--- src/rtl/dmem_pkg.sv ---
// rtl/dmem_pkg.sv - shared data-memory access types and alignment helper
package dmem_pkg;

  localparam int XLEN        = 32;
  localparam int AC_ZEXT_BIT = 2;

  typedef enum logic [1:0] {
    SZ_BYTE = 2'b00,
    SZ_HALF = 2'b01,
    SZ_WORD = 2'b10
  } size_e;

  typedef struct packed {
    logic            we;
    logic [XLEN-1:0] addr;
    logic [2:0]      ac;
    logic [XLEN-1:0] wd;
  } dmem_req_t;

  // Illegal size encoding or an address that is not naturally aligned for the size.
  function automatic logic misaligned(input logic [1:0] addr_lo, input logic [1:0] size);
    case (size)
      SZ_BYTE: misaligned = 1'b0;
      SZ_HALF: misaligned = addr_lo[0];
      SZ_WORD: misaligned = (addr_lo != 2'b00);
      default: misaligned = 1'b1;
    endcase
  endfunction

endpackage

--- src/rtl/dmem_arbiter_if.sv ---
// rtl/dmem_arbiter_if.sv - two-requester load/store request and response bus
interface dmem_arbiter_if #(
  parameter int DATA_WIDTH = 32
);

  logic [1:0]                 req_valid;
  logic [1:0]                 req_ready;
  logic [1:0]                 req_we;
  logic [1:0][DATA_WIDTH-1:0] req_addr;
  logic [1:0][2:0]            req_ac;
  logic [1:0][DATA_WIDTH-1:0] req_wd;
  logic [1:0]                 resp_valid;
  logic [DATA_WIDTH-1:0]      resp_rdata;
  logic                       resp_err;

  modport master (
    output req_valid, req_we, req_addr, req_ac, req_wd,
    input  req_ready, resp_valid, resp_rdata, resp_err
  );

  modport slave (
    input  req_valid, req_we, req_addr, req_ac, req_wd,
    output req_ready, resp_valid, resp_rdata, resp_err
  );

endinterface

--- src/rtl/rr_arbiter2.sv ---
// rtl/rr_arbiter2.sv - two-way round-robin or fixed-priority grant
module rr_arbiter2 #(
  parameter bit RR_EN = 1'b1
) (
  input  logic       clk,
  input  logic       rst_n,
  input  logic [1:0] req_i,
  input  logic       advance_i,
  output logic [1:0] grant_o
);

  logic last_grant_q;
  logic last_grant_d;

  // Single requester wins outright; on contention favour the port not granted last.
  always_comb begin
    grant_o = 2'b00;
    case (req_i)
      2'b01:   grant_o = 2'b01;
      2'b10:   grant_o = 2'b10;
      2'b11:   grant_o = (RR_EN && !last_grant_q) ? 2'b10 : 2'b01;
      default: grant_o = 2'b00;
    endcase
  end

  assign last_grant_d = advance_i ? grant_o[1] : last_grant_q;

  // Remember who was served; starting at 1 lets port 0 win the first contention.
  always_ff @(posedge clk or negedge rst_n) begin
    if (!rst_n) begin
      last_grant_q <= 1'b1;
    end else begin
      last_grant_q <= last_grant_d;
    end
  end

endmodule

--- src/rtl/dmem_arbiter.sv ---
// rtl/dmem_arbiter.sv - arbitrated, range-checked access controller for data_mem
module dmem_arbiter
  import dmem_pkg::*;
#(
  parameter int DATA_WIDTH    = XLEN,
  parameter int MEM_ADDR_BITS = 17,
  parameter bit RR_EN         = 1'b1
) (
  input  logic                  clk,
  input  logic                  rst_n,
  dmem_arbiter_if.slave         bus,
  output logic [DATA_WIDTH-1:0] mem_a_o,
  output logic                  mem_we_o,
  output logic [2:0]            mem_ac_o,
  output logic [DATA_WIDTH-1:0] mem_wd_o,
  input  logic [DATA_WIDTH-1:0] mem_rd_i
);

  logic [1:0]            grant;
  logic [1:0]            ready;
  logic                  handshake;

  dmem_req_t             slot_d;
  logic                  slot_port_d;
  logic                  slot_err_d;

  dmem_req_t             slot_q;
  logic                  slot_vld_q;
  logic                  slot_port_q;
  logic                  slot_err_q;

  logic [1:0]            resp_valid_q;
  logic                  resp_err_q;
  logic [DATA_WIDTH-1:0] resp_rdata_q;

  rr_arbiter2 #(.RR_EN(RR_EN)) u_arb (
    .clk       (clk),
    .rst_n     (rst_n),
    .req_i     (bus.req_valid),
    .advance_i (handshake),
    .grant_o   (grant)
  );

  // The slot always drains in the cycle after it loads, so the grant alone decides readiness.
  assign ready         = grant & {2{rst_n}};
  assign handshake     = |(ready & bus.req_valid);
  assign bus.req_ready = ready;

  // Select the granted request and classify it before it enters the slot.
  always_comb begin
    slot_port_d = ready[1];
    slot_d.we   = bus.req_we[slot_port_d];
    slot_d.addr = bus.req_addr[slot_port_d];
    slot_d.ac   = bus.req_ac[slot_port_d];
    slot_d.wd   = bus.req_wd[slot_port_d];
    slot_err_d  = misaligned(slot_d.addr[1:0], slot_d.ac[1:0])
                | (|slot_d.addr[XLEN-1:MEM_ADDR_BITS]);
  end

  // Request slot: payload only changes on a handshake, so memory inputs hold while idle.
  always_ff @(posedge clk or negedge rst_n) begin
    if (!rst_n) begin
      slot_vld_q  <= 1'b0;
      slot_port_q <= 1'b0;
      slot_err_q  <= 1'b0;
      slot_q      <= '0;
    end else begin
      slot_vld_q <= handshake;
      if (handshake) begin
        slot_port_q <= slot_port_d;
        slot_err_q  <= slot_err_d;
        slot_q      <= slot_d;
      end
    end
  end

  assign mem_a_o  = slot_q.addr;
  assign mem_ac_o = slot_q.ac;
  assign mem_wd_o = slot_q.wd;
  assign mem_we_o = slot_vld_q & slot_q.we & ~slot_err_q;

  // One-cycle response; read data only for a clean load, zero otherwise.
  always_ff @(posedge clk or negedge rst_n) begin
    if (!rst_n) begin
      resp_valid_q <= 2'b00;
      resp_err_q   <= 1'b0;
      resp_rdata_q <= '0;
    end else begin
      resp_valid_q <= slot_vld_q ? (slot_port_q ? 2'b10 : 2'b01) : 2'b00;
      resp_err_q   <= slot_vld_q & slot_err_q;
      resp_rdata_q <= (slot_vld_q & ~slot_q.we & ~slot_err_q) ? mem_rd_i : '0;
    end
  end

  assign bus.resp_valid = resp_valid_q;
  assign bus.resp_err   = resp_err_q;
  assign bus.resp_rdata = resp_rdata_q;

endmodule

--- src/flat_wrapper.sv ---
// flat-port wrapper written by rule: the top's interface ports become plain ports
module dmem_arbiter_flat import dmem_pkg::*;
#(
  parameter int DATA_WIDTH    = XLEN,
  parameter int MEM_ADDR_BITS = 17,
  parameter bit RR_EN         = 1'b1
)
  (clk, rst_n, mem_a_o, mem_we_o, mem_ac_o, mem_wd_o, mem_rd_i, bus_req_valid, bus_req_we, bus_req_addr, bus_req_ac, bus_req_wd, bus_req_ready, bus_resp_valid, bus_resp_rdata, bus_resp_err);
  dmem_arbiter_if #(.DATA_WIDTH(DATA_WIDTH)) bus_i ();
  input  logic clk;
  input  logic rst_n;
  output logic [DATA_WIDTH-1:0] mem_a_o;
  output logic mem_we_o;
  output logic [2:0] mem_ac_o;
  output logic [DATA_WIDTH-1:0] mem_wd_o;
  input  logic [DATA_WIDTH-1:0] mem_rd_i;
  input wire logic [$bits(bus_i.req_valid)-1:0] bus_req_valid;
  input wire logic [$bits(bus_i.req_we)-1:0] bus_req_we;
  input wire logic [$bits(bus_i.req_addr)-1:0] bus_req_addr;
  input wire logic [$bits(bus_i.req_ac)-1:0] bus_req_ac;
  input wire logic [$bits(bus_i.req_wd)-1:0] bus_req_wd;
  output wire logic [$bits(bus_i.req_ready)-1:0] bus_req_ready;
  output wire logic [$bits(bus_i.resp_valid)-1:0] bus_resp_valid;
  output wire logic [$bits(bus_i.resp_rdata)-1:0] bus_resp_rdata;
  output wire logic [$bits(bus_i.resp_err)-1:0] bus_resp_err;
  assign bus_i.req_valid = bus_req_valid;
  assign bus_i.req_we = bus_req_we;
  assign bus_i.req_addr = bus_req_addr;
  assign bus_i.req_ac = bus_req_ac;
  assign bus_i.req_wd = bus_req_wd;
  assign bus_req_ready = bus_i.req_ready;
  assign bus_resp_valid = bus_i.resp_valid;
  assign bus_resp_rdata = bus_i.resp_rdata;
  assign bus_resp_err = bus_i.resp_err;
  dmem_arbiter #(.DATA_WIDTH(DATA_WIDTH), .MEM_ADDR_BITS(MEM_ADDR_BITS), .RR_EN(RR_EN)) u_core (.clk(clk), .rst_n(rst_n), .bus(bus_i), .mem_a_o(mem_a_o), .mem_we_o(mem_we_o), .mem_ac_o(mem_ac_o), .mem_wd_o(mem_wd_o), .mem_rd_i(mem_rd_i));
endmodule
--- config.mk ---
export PLATFORM = sky130hd
export DESIGN_NAME = dmem_arbiter_flat
export DESIGN_NICKNAME = d
export VERILOG_FILES = /design/src/rtl/dmem_pkg.sv /design/src/rtl/dmem_arbiter_if.sv /design/src/rtl/rr_arbiter2.sv /design/src/rtl/dmem_arbiter.sv /design/src/flat_wrapper.sv
export SDC_FILE = /design/constraint.sdc
export NUM_CORES = 1
export LEC_CHECK = 0
export CORE_AREA = 2 2 106 108
export DETAILED_ROUTE_END_ITERATION = 10
export DIE_AREA = 0 0 108 110
export DONT_BUFFER_PORTS = 1
export PLACE_DENSITY = 0.69
export SYNTH_ARGS = -nofsm -noshare
export SYNTH_HDL_FRONTEND = slang
export SYNTH_SLANG_ARGS = --single-unit
--- constraint.sdc ---
create_clock -name clk -period 2 [get_ports clk]
set_input_delay 0.4 -clock clk [delete_from_list [all_inputs] [get_ports clk]]
set_output_delay 0.4 -clock clk [all_outputs]
set_load 0.005 [all_outputs]
# Word-level counts from Yosys, hierarchy flattened
# Cells that the tools add are included.
# word_totals
out_inout_bits	105
regBits	107
in_bits	172
word_cells	45
# classes
muxes	14
n_reduce_logical	4
order_cmp	1
n_bitwise	10
eq_ne	5
# ops
op	n
32-bit 2-to-1 mux	5
15-bit OR reduction	1
2-bit equality test (second input constant)	3
2-bit 2-to-1 mux	3
3-bit 2-to-1 mux	2
2-bit case mux with 3 select lines	1
1-bit bitwise AND	5
2-bit bitwise AND	2
2-bit by 1-bit equality test with 1-bit output (second input constant)	2
1-bit case mux with 3 select lines	1
2-bit zero test	1
1-bit by 2-bit less-than comparator with 1-bit output (second input constant)	1
1-bit 2-to-1 mux	2
1-bit NOT	2
2-bit nonzero test	1
2-bit OR reduction	1
1-bit bitwise OR	1

# Depth between registers and ports, before layout
# Gate-level depths: netlist of the first run.
# depth
depth_word	8
ltp_mapped	6
mapped_depth_nobuf	4

# By module
# From an unflattened synthesis of the first run, not the netlist that was laid out.
# hier_totals
cells_unflattened	474
area_unflattened_um2	5034.8
# modules_own_cells
mod	n_inst	area_per_inst_um2	seq_area_each_um2	cells_each
dmem_arbiter	1	4971.0	2652.5	469
rr_arbiter2	1	63.8	26.3	5

# Worst setup path before layout of the first run
# Ideal clock, no wire load.
# synth_path
kind	in2out
startpoint	input bus_req_valid[1]
endpoint	output bus_req_ready[1]
path_slack_ns	0.499
arrival_time_ns	1.101
path_buffers	1
cell_stages	4
required_ns	1.600
cell_sequence	a21bo_2 > or2_1 > buf_2 > inv_1
# synth_via
elab_chain_len	3
word_cells_on_any_way	5
classes_between	3 x eq/ne; 1 x mux; 1 x bitwise
# synth_lines
element	line_no	rtl
start: declaration	flat_wrapper.sv:17	input wire logic [$bits(bus_i.req_valid)-1:0] bus_req_valid;
2-bit equality test / 2-bit by 1-bit equality test with 1-bit output (equally long branches)	rr_arbiter2.sv:18	case (req_i)
2-bit case mux with 3 select lines *	rr_arbiter2.sv:18	
2-bit bitwise AND *	dmem_arbiter.sv:45	assign ready = grant & {2{rst_n}};
end: declaration	flat_wrapper.sv:22	output wire logic [$bits(bus_i.req_ready)-1:0] bus_req_ready;
# Mark *: on every way between the ends. The rest lies on a longest branch, timed or not.

# Worst setup path after layout of the first run
# layout_path
startpoint	register u_core.u_arb.last_grant_q
endpoint	output bus_req_ready[1]
# layout_via
elab_chain_len	3
# layout_lines
element	line_no	rtl
start: declaration	rr_arbiter2.sv:12	logic last_grant_q;
start signal: assignment	rr_arbiter2.sv:33	last_grant_q <= last_grant_d;
2-bit 2-to-1 mux	rr_arbiter2.sv:21	2'b11: grant_o = (RR_EN && !last_grant_q) ? 2'b10 : 2'b01;
2-bit case mux with 3 select lines	rr_arbiter2.sv:18	
2-bit bitwise AND	dmem_arbiter.sv:45	
# No other way between the ends.

==> results of run 1 <==
kinds of logic (layout without fill, tap and decap cells):
logic type      count (synthesis)  count (layout)  synth area share (%)
simple gates                  123             123                  11.6
flops                         107             107                  53.7
buf+inv                        97              26                  12.7
compound gates                 78              78                  8.15
mux                            68              68                  13.7
sequential cells by signal, summed over array words and instances (netlist names), 2 cells and up:
name and flops:
u_core.bus.resp_valid 2, u_core.bus.resp_rdata 32, u_core.mem_a_o 32, u_core.mem_ac_o 3, u_core.mem_wd_o 32
cell usage after synthesis:
cell      count
mux2_4        1
nand4_1       2
o21ai_0      69
o22ai_1       4
a21bo_2       1
dfstp_2       1
a31oi_1       1
a21oi_1       1
nor2_1        5
clkbuf_1     13
o21a_1        2
and2_1       34
and3b_1       1
nor3b_1       1
nand2_1      72
buf_4        67
buf_2        10
dfrtp_1     106
inv_1         4
nor4_1        6
buf_1         2
buf_6         1
nor2b_1       1
or2_1         1
mux2i_1      67
power breakdown:
part / total, uW / leakage, uW / switching, uW / internal, uW
combinational: 407 / 0.000979 / 218 / 189
clock: 1230 / 0.0000879 / 758 / 472
sequential: 2550 / 0.00136 / 184 / 2370
worst max-delay path: cells and delay by family, from the launching register on:
family          cells  cell delay [ns]
compound gates      1             0.16
buf+inv             1             0.09
flops               1             0.58
simple gates        1             0.21
timing repair:
action / CTS / global route
endpoints found under the hold margin: 107 / 107
setup buffers: 0 / 0
endpoints found under the setup margin: 0 / 0
per-layer routing:
metal / track usage (%) / vias to the layer above / wire length (um)
met5: 0 / - / 0
met4: 7.60 / 0 / 191
met3: 7.64 / 10 / 1180
met2: 28.9 / 172 / 5320
met1: 18.7 / 1365 / 3920
li1: - / 1359 / -
stage by stage:
step	hold slack [ns]	power (uW)	util, %
6_report	-0.280	4190	45.2
5_1_grt	-0.320	4420	45.2
3_5_place_dp	0.106	3020	43.5
3_3_place_gp	0.106	2980	43.5
2_1_floorplan	0.104	3120	-
4_1_cts	-0.309	4280	45.2
how the worst max path moves through the flow:
stage	cells past startpoint	end	start	slack, ns
5_1_grt	3	bus_req_ready[1]	u_core.u_arb.last_grant_q	0.11
2_1_floorplan	4	bus_req_ready[1]	bus_req_valid[1]	0.50
3_3_place_gp	5	u_core.slot_err_q	u_core.u_arb.last_grant_q	0.37
3_5_place_dp	5	u_core.slot_err_q	u_core.u_arb.last_grant_q	0.31
6_report	3	bus_req_ready[1]	u_core.u_arb.last_grant_q	0.19
4_1_cts	3	bus_req_ready[0]	u_core.u_arb.last_grant_q	0.17
layout make-up:
cell class                      count  area, um^2
Tap cell                          140         175
Timing Repair Buffer                6        82.6
Inverter                            4        15.0
Clock inverter                      7        61.3
Multi-Input combinational cell    269        1700
Fill cell                        1027        5860
Clock buffer                        9         124
Sequential cell                   107        2680
==> flow_metrics.py, run 1 <==
metrics = {
    "placement": {
        "port_buffers": 0,
        "dp_slack_ns": 0.313,
        "place_area_mm2": 0.00465,
        "place_congestion": 0.833,
        "dp.cells": 526,
        "dp_hpwl_um": 7980,
    },
    "cts": {
        "htree_num_levels": 3,
        "cts_num_sinks": 107,
        "cts_buffer_depth": 2,
        "numCtsBuffers": 9,
        "clk_pin_slew_ns": 0.10,
        "clk-insertion-delay-late_ns": 0.36,
        "post_cts_resized": 0,
        "cts_tree": "yes",
        "root_buffer": "clkbuf_8",
    },
    "setup_path": {
        "reg2reg_depth": 5,
        "cp_cell_sequence": "a21bo_2, or2_1, inv_1",
        "crit_required_ns": 1.60,
        "critPathLaunchType": "register",
        "reg2reg_slack_ns": 0.29,
        "r2r-start": "u_core.u_arb.last_grant_q",
        "r2r-end": "u_core.slot_err_q",
        "slowest_stage": "dfstp_2",
        "cp.arrival_ns": 1.41,
        "cp-end-kind": "output pin",
        "path_max_fanout": 4,
        "slowest_delay_ns": 0.58,
        "path_class": "reg2out",
    },
    "drt": {
        "routed_wl_um": 10600,
        "postRouteAntennaNets": 0,
        "wl_per_cell_um": 19.6,
        "drtPass1Iterations": 4,
        "via_per_inst": 5.36,
        "drt_iter0_drc": 141,
        "drc": 0,
        "vias": 2906,
    },
    "synthesis": {
        "synth_area_mm2": 0.00499,
        "synthCells": 473,
        "synth_area_leaders": "dfrtp_1, mux2i_1, buf_4",
        "yosysWarnings": 0,
        "synth_top_area_share_pct": 53.2,
        "synth.ff_latch_count": 107,
        "syn_nets": 645,
        "netlist.top_cell.by_area": "dfrtp_1",
        "syn_area_per_cell_um2": 10.5,
        "yosysSeqAreaShare_pct": 53.7,
        "netlist-cell-type-count": 25,
    },
    "timing": {
        "finalSetupViolCount": 0,
        "worst_pin_slew_ns": 0.386,
        "post-route-period-util_pct": 90.4,
        "timing.final.crit_period_ns": 1.81,
        "maxSlewHeadroom_pct": 74.3,
        "fin_ws_ns": 0.192,
        "finClkSkew_ns": 0.00928,
        "final.setup.tns_ns": 0,
        "fmax_ghz": 0.553,
        "maxSlewViolCount": 0,
        "rsz0062_at_grt": "false",
        "timing.hold.ws_ns": -0.280,
        "finalHoldViolations": 107,
    },
    "job": {
        "drv_cap": 0,
    },
    "layout": {
        "diodes": 0,
        "drive_gt1_share_pct": 6.97,
        "fin_area_mm2": 0.00484,
        "final-instance-count-excl-fill": 542,
        "nets": 569,
        "mostFrequentLayoutCells": "dfrtp_1, nand2_1, mux2i_1, o21ai_0, and2_1",
        "final_common_cell": "dfrtp_1",
        "syn2layout_area_growth_pct": -3.01,
    },
    "status": {
        "status": "finished, violations left",
        "violations": "hold timing",
    },
    "floorplan": {
        "start_util_pct": 46.6,
        "std_cell_rows": 38,
        "die_area_mm2": 0.0119,
        "die-width_um": 108,
        "core_mm2": 0.0107,
        "ioPinCount": 277,
        "dieHeight_um": 110,
    },
    "global_routing": {
        "grt_pass1_wl_um": 15200,
        "grt_max_degree": 112,
        "antenna_found_initial": 1,
        "grt_pass1_vias": 2950,
        "grt_overflow": 0,
        "grt_usage_pct": 17.1,
    },
    "hold_path": {
        "min_path_type": "in2async",
    },
    "pwr": {
        "power_density_mw_per_mm2": 866,
        "p_leak_uw": 0.00243,
        "vdd_drop_max_v": 0.000395,
    },
}
(Power assumes the default switching activity.)
==> inputs of run 2 (changes only) <==
--- a/config.mk
+++ b/config.mk
@@ -5,11 +5,13 @@
 export SDC_FILE = /design/constraint.sdc
 export NUM_CORES = 1
 export LEC_CHECK = 0
+export CAP_MARGIN = 10
 export CORE_AREA = 2 2 106 108
 export DETAILED_ROUTE_END_ITERATION = 10
 export DIE_AREA = 0 0 108 110
 export DONT_BUFFER_PORTS = 1
-export PLACE_DENSITY = 0.69
+export PLACE_DENSITY = 0.72
+export REMOVE_ABC_BUFFERS = 1
 export SYNTH_ARGS = -nofsm -noshare
 export SYNTH_HDL_FRONTEND = slang
 export SYNTH_SLANG_ARGS = --single-unit
==> constraint.sdc (replaced) <==
create_clock -name clk -period 1.5 [get_ports clk]
set_input_delay 0.3 -clock clk [delete_from_list [all_inputs] [get_ports clk]]
set_output_delay 0.3 -clock clk [all_outputs]
set_load 0.005 [all_outputs]
==> flow_metrics.py, run 2 (synthesized netlist as in run 1, its figures left out) <==
metrics = {
    "setup_path": {
        "path_class": "reg2out",
        "cp-end-kind": "output pin",
        "critPathLaunchType": "register",
        "crit_required_ns": 1.20,
        "startpoint": "u_core.u_arb.last_grant_q",
        "r2r-start": "u_core.u_arb.last_grant_q",
        "cp.arrival_ns": 1.36,
        "path_max_fanout": 3,
        "reg2reg_depth": 6,
    },
    "pwr": {
        "intPower_uw": 4130,
        "p_leak_uw": 0.00253,
        "p_seq_share_pct": 59.3,
        "power_density_mw_per_mm2": 1130,
        "sw_frac_of_total_pct": 27.9,
        "p_switching_uw": 1600,
        "vdd_drop_max_v": 0.000527,
        "p_total_uw": 5730,
        "pwr-share-comb_pct": 12.2,
        "p_clk_share_pct": 28.5,
    },
    "global_routing": {
        "grt_pass1_wl_um": 15400,
        "grt_overflow": 0,
        "grt_max_degree": 112,
        "grt_usage_pct": 17.5,
        "grt_pass1_vias": 2883,
        "antenna_found_initial": 0,
    },
    "status": {
        "violations": "hold timing, setup timing",
        "status": "finished, violations left",
    },
    "floorplan": {
        "start_util_pct": 46.6,
        "std_cell_rows": 38,
        "die-width_um": 108,
        "dieHeight_um": 110,
        "core_mm2": 0.0107,
        "die_area_mm2": 0.0119,
        "ioPinCount": 277,
    },
    "timing": {
        "fin_ws_ns": -0.157,
        "maxSlewHeadroom_pct": 73.2,
        "finClkSkew_ns": 0.0181,
        "timing.final.crit_period_ns": 1.66,
        "finalSetupViolCount": 36,
        "finalHoldViolations": 107,
        "worst_pin_slew_ns": 0.398,
        "rsz0062_at_grt": "true",
        "maxSlewViolCount": 0,
        "timing.hold.ws_ns": -0.389,
        "fmax_ghz": 0.604,
        "post-route-period-util_pct": 110,
    },
    "placement": {
        "place_congestion": 0.840,
        "dp_hpwl_um": 7950,
        "place_area_mm2": 0.00467,
        "port_buffers": 0,
    },
    "job": {
        "drv_cap": 0,
    },
    "layout": {
        "nets": 583,
        "drive_gt1_share_pct": 11.8,
        "utilization_pct": 47.3,
        "final_common_cell": "dfrtp_1",
        "syn2layout_area_growth_pct": 1.38,
        "fin_area_mm2": 0.00506,
        "mostFrequentLayoutCells": "dfrtp_1, nand2_1, mux2i_1",
        "diodes": 0,
    },
    "cts": {
        "cts_tree": "yes",
        "cts_buffer_depth": 2,
        "htree_num_levels": 3,
        "cts_num_sinks": 107,
        "numCtsBuffers": 9,
        "clk_pin_slew_ns": 0.11,
        "clk-insertion-delay-late_ns": 0.36,
        "root_buffer": "clkbuf_8",
    },
    "drt": {
        "wl_per_cell_um": 20.6,
        "vias": 3024,
        "drt_iter0_drc": 213,
        "drtPass1Iterations": 4,
        "via_per_inst": 5.44,
        "postRouteAntennaNets": 0,
        "routed_wl_um": 11500,
        "drc": 0,
    },
    "hold_path": {
        "min_path_type": "in2async",
    },
}
[run 2: changes by cell type in the layout (fill, tap and decap cells not counted), sizes merged]
| cell | before | now |
|---|---|---|
| clkinvlp | 2 | 0 |
| inv | 6 | 8 |
| clkbuf | 9 | 11 |
| buf | 6 | 18 |
[run 2: critical path: stages, from the launching register on]
cell,delay (ns)
dfstp_2,0.40
a21bo_2,0.20
or2_4,0.24
buf_6,0.12
inv_2,0.04
[run 2: path summary, 6_finish.rpt]
path                                        endpoint  slack (ns)
setup / recovery                    bus_req_ready[1]       -0.16
hold / removal             u_core.bus.resp_rdata[26]       -0.39
min in group clk            u_core.bus.resp_rdata[3]        0.05
max in group asynchronous  u_core.u_arb.last_grant_q        1.67
setup reg to reg                 u_core.mem_wd_o[24]       -0.08
hold reg to reg            u_core.u_arb.last_grant_q        0.48
[run 2: timing repair]
action | in CTS | in global routing
gates cloned | 2 | 3
gates resized for setup | 5 | 42
endpoints found under the hold margin | 108 | 107
setup buffers | 3 | 2
setup endpoints to repair | 16 | 60
pin swaps | 4 | 5
[run 2: cell type report]
cell class	count	area, um^2
repair buffers	20	273
clock inverters	7	56.3
well taps	140	175
inverters	4	15.0
multi-input cells	269	1730
flip-flops and latches	107	2680
clock buffers	9	124
fillers	971	5640
[run 2: power by group through the flow]
| stage | clock, uW | sequential, uW | combinational [uW] |
|---|---|---|---|
| global placement | 0 | 3460 | 530 |
| detailed placement | 0 | 3470 | 562 |
| finish | 1640 | 3400 | 697 |
| CTS | 1710 | 3410 | 624 |
| floorplan | 0 | 3380 | 518 |
| global route | 1820 | 3430 | 783 |
[run 2: metrics by stage]
stage / cells / TNS [ns] / worst slack (ns)
6_report: 556 / -1.54 / -0.157
5_1_grt: 556 / -5.02 / -0.220
4_1_cts: 551 / -3.32 / -0.204
3_5_place_dp: 530 / -0.0194 / -0.0125
3_3_place_gp: 530 / 0 / 0.0196
2_1_floorplan: 380 / -430.66 / -5.78
[run 2: routing by layer]
layer	routed length [um]	track usage, %	up-vias
li1	-	-	1390
met1	4180	19.4	1437
met2	5920	30.3	186
met3	1200	7.47	11
met4	160	5.86	0
met5	0	0	-
==> inputs of run 3 (changes only) <==
--- a/config.mk
+++ b/config.mk
@@ -6,12 +6,13 @@
 export NUM_CORES = 1
 export LEC_CHECK = 0
 export CAP_MARGIN = 10
-export CORE_AREA = 2 2 106 108
+export CORE_AREA = 2 2 107 109
 export DETAILED_ROUTE_END_ITERATION = 10
-export DIE_AREA = 0 0 108 110
+export DIE_AREA = 0 0 109 111
 export DONT_BUFFER_PORTS = 1
-export PLACE_DENSITY = 0.72
+export PLACE_DENSITY = 0.71
 export REMOVE_ABC_BUFFERS = 1
 export SYNTH_ARGS = -nofsm -noshare
 export SYNTH_HDL_FRONTEND = slang
+export SYNTH_HIERARCHICAL = 1
 export SYNTH_SLANG_ARGS = --single-unit
==> flow_metrics.py, run 3 <==
metrics = {
    "status": {
        "status": "finished, violations left",
        "violations": "hold timing, setup timing",
    },
    "timing": {
        "maxSlewHeadroom_pct": 67.2,
        "fin_ws_ns": -0.116,
        "maxSlewViolCount": 0,
        "finalHoldViolations": 107,
        "finalSetupViolCount": 72,
        "fmax_ghz": 0.619,
        "rsz0062_at_grt": "true",
        "timing.hold.ws_ns": -0.350,
        "worst_pin_slew_ns": 0.488,
        "final.setup.tns_ns": -4.67,
        "timing.final.crit_period_ns": 1.62,
        "post-route-period-util_pct": 108,
        "finClkSkew_ns": 0.0122,
    },
    "floorplan": {
        "core_mm2": 0.0111,
        "start_util_pct": 45.5,
        "die_area_mm2": 0.0121,
        "die-width_um": 109,
        "std_cell_rows": 39,
        "dieHeight_um": 111,
        "ioPinCount": 277,
    },
    "global_routing": {
        "grt_usage_pct": 18.2,
        "antenna_found_initial": 0,
        "grt_pass1_wl_um": 16300,
        "grt_pass1_vias": 3012,
        "grt_overflow": 0,
        "grt_max_degree": 111,
    },
    "synthesis": {
        "synth_adder_area_share_pct": 0,
        "synthArstFlopShare_pct": 100,
        "synth_area_leaders": "dfrtp_1, mux2i_1, buf_4",
        "syn_area_per_cell_um2": 10.6,
        "yosysWarnings": 6,
        "synth-main-ff-cell": "dfrtp_1",
        "synth_xor_area_share_pct": 0,
        "synth.mux.area_fraction_pct": 13.8,
        "synth_area_mm2": 0.00503,
        "synth_common_cells": "dfrtp_1, nand2_1, buf_4, mux2i_1, o21ai_0",
        "synth_most_common_cell": "dfrtp_1",
        "synth_top_family_by_area": "multiplexers",
        "synth_top_area_share_pct": 52.7,
        "synth.ff_latch_count": 107,
        "netlist-cell-type-count": 30,
        "yosysSeqAreaShare_pct": 53.2,
        "synth-simple-area-share_pct": 11.7,
        "synth-edff-count": 0,
        "netlist.top_cell.by_area": "dfrtp_1",
        "synth_compound_area_share_pct": 8.23,
        "synthCells": 474,
    },
    "pwr": {
        "sw_frac_of_total_pct": 29.5,
        "vdd_drop_max_v": 0.000752,
        "power_density_mw_per_mm2": 1400,
        "p_leak_uw": 0.00271,
        "pwr-share-comb_pct": 14.8,
        "p_clk_share_pct": 31.5,
        "intPower_uw": 5250,
        "p_switching_uw": 2190,
        "p_total_uw": 7440,
        "p_seq_share_pct": 53.7,
    },
    "setup_path": {
        "critPathLaunchType": "register",
        "cp.arrival_ns": 1.82,
        "path_max_fanout": 77,
        "path_class": "reg2reg",
        "crit_required_ns": 1.70,
        "reg2reg_depth": 5,
        "cp-end-kind": "register",
    },
    "placement": {
        "dp.cells": 541,
        "dp_hpwl_um": 8300,
        "dp_slack_ns": -0.166,
        "place_congestion": 0.793,
        "port_buffers": 0,
    },
    "layout": {
        "final-instance-count-excl-fill": 563,
        "final_common_cell": "dfrtp_1",
        "diodes": 0,
        "mostFrequentLayoutCells": "dfrtp_1, nand2_1, mux2i_1",
        "drive_gt1_share_pct": 15.2,
        "fillers": 1009,
        "syn2layout_area_growth_pct": 5.54,
        "nets": 587,
        "utilization_pct": 48.0,
    },
    "cts": {
        "cts_tree": "yes",
        "numCtsBuffers": 9,
        "root_buffer": "clkbuf_16",
        "htree_num_levels": 3,
        "clk_pin_slew_ns": 0.08,
        "cts_buffer_depth": 2,
        "cts_num_sinks": 107,
        "clk-insertion-delay-late_ns": 0.34,
    },
    "drt": {
        "wl_per_cell_um": 20.7,
        "drc": 0,
        "vias": 2999,
        "drtPass1Iterations": 4,
        "drt_iter0_drc": 206,
        "postRouteAntennaNets": 0,
        "via_per_inst": 5.33,
        "routed_wl_um": 11600,
    },
    "job": {
        "drv_cap": 0,
    },
    "hold_path": {
        "min_path_type": "in2async",
    },
}
## run 3: cell count changes after synthesis, sizes merged, moves of 2 or more
cell and change:
o2111ai +2, a21boi +2, o22ai -4, clkbuf -4, nor3 +4, buf +3, nor4 -2, o21a -2
## run 3: kinds of logic after synthesis
family          after synthesis
compound gates               78
buf+inv                      96
flops                       107
mux                          69
simple gates                124
## run 3: path summary, 6_finish.rpt
path | end | start | slack (ns)
worst max-delay path | u_core/mem_wd_o[10] | u_core/u_arb/last_grant_q | -0.12
worst min-delay path | u_core/mem_a_o[12] | rst_n | -0.35
worst max register to register | u_core/mem_wd_o[10] | u_core/u_arb/last_grant_q | -0.12
worst min register to register | u_core/bus.resp_valid[0] | u_core/slot_port_q | 0.47
max in group asynchronous | u_core/u_arb/last_grant_q | rst_n | 1.65
min in group clk | u_core/slot_port_q | bus_req_valid[0] | 0.05
## run 3: final cells by class
type	count	area [um^2]	area share [%]
Tap cell	143	179	3.37
Inverter	4	20.0	0.377
Timing Repair Buffer	22	338	6.36
Clock buffer	10	239	4.50
Sequential cell	107	2680	50.4
Multi-Input combinational cell	271	1790	33.7
Clock inverter	6	67.6	1.27
## run 3: power by group through the flow
| stage | sequential (uW) | combinational, uW | clock (uW) |
|---|---|---|---|
| 6_report | 3990 | 1100 | 2350 |
| 5_1_grt | 4070 | 1250 | 2560 |
| 4_1_cts | 4010 | 1030 | 2420 |
| 3_5_place_dp | 4060 | 959 | 0 |
| 3_3_place_gp | 4030 | 898 | 0 |
| 2_1_floorplan | 3860 | 723 | 0 |
## run 3: through the flow
step	hold WS, ns	cell area [um^2]
after floorplan	0.00441	4390
after global placement	0.00649	4760
after detailed placement	0.00686	4760
after CTS	-0.370	5170
after global routing	-0.380	5310
final	-0.350	5310
## run 3: per-layer routing
metal  part of all wire (%)  wire [um]  global-route usage (%)  vias to the layer above
met4                   0.82         96                    5.64                        0
li1                       -          -                       -                     1408
met1                     36       4140                    19.9                     1419
met2                     52       6070                    31.5                      164
met3                     11       1340                    7.76                        8
met5                      0          0                       0                        -
## run 3: what timing repair did
item / 4_1_cts / 5_1_grt
setup endpoints to repair: 73 / 73
gates resized for setup: 29 / 21
buffers inserted: 3 / 0
hold endpoints to repair: 107 / 107
gates cloned: 1 / 3
pin swaps: 8 / 2
## run 3: worst max-delay path, stage by stage (launching register included)
cell	delay (ns)
dfstp_2	0.59
a21boi_4	0.09
a22o_1	0.24
nand2_4	0.10
buf_12	0.25
o21ai_0	0.16
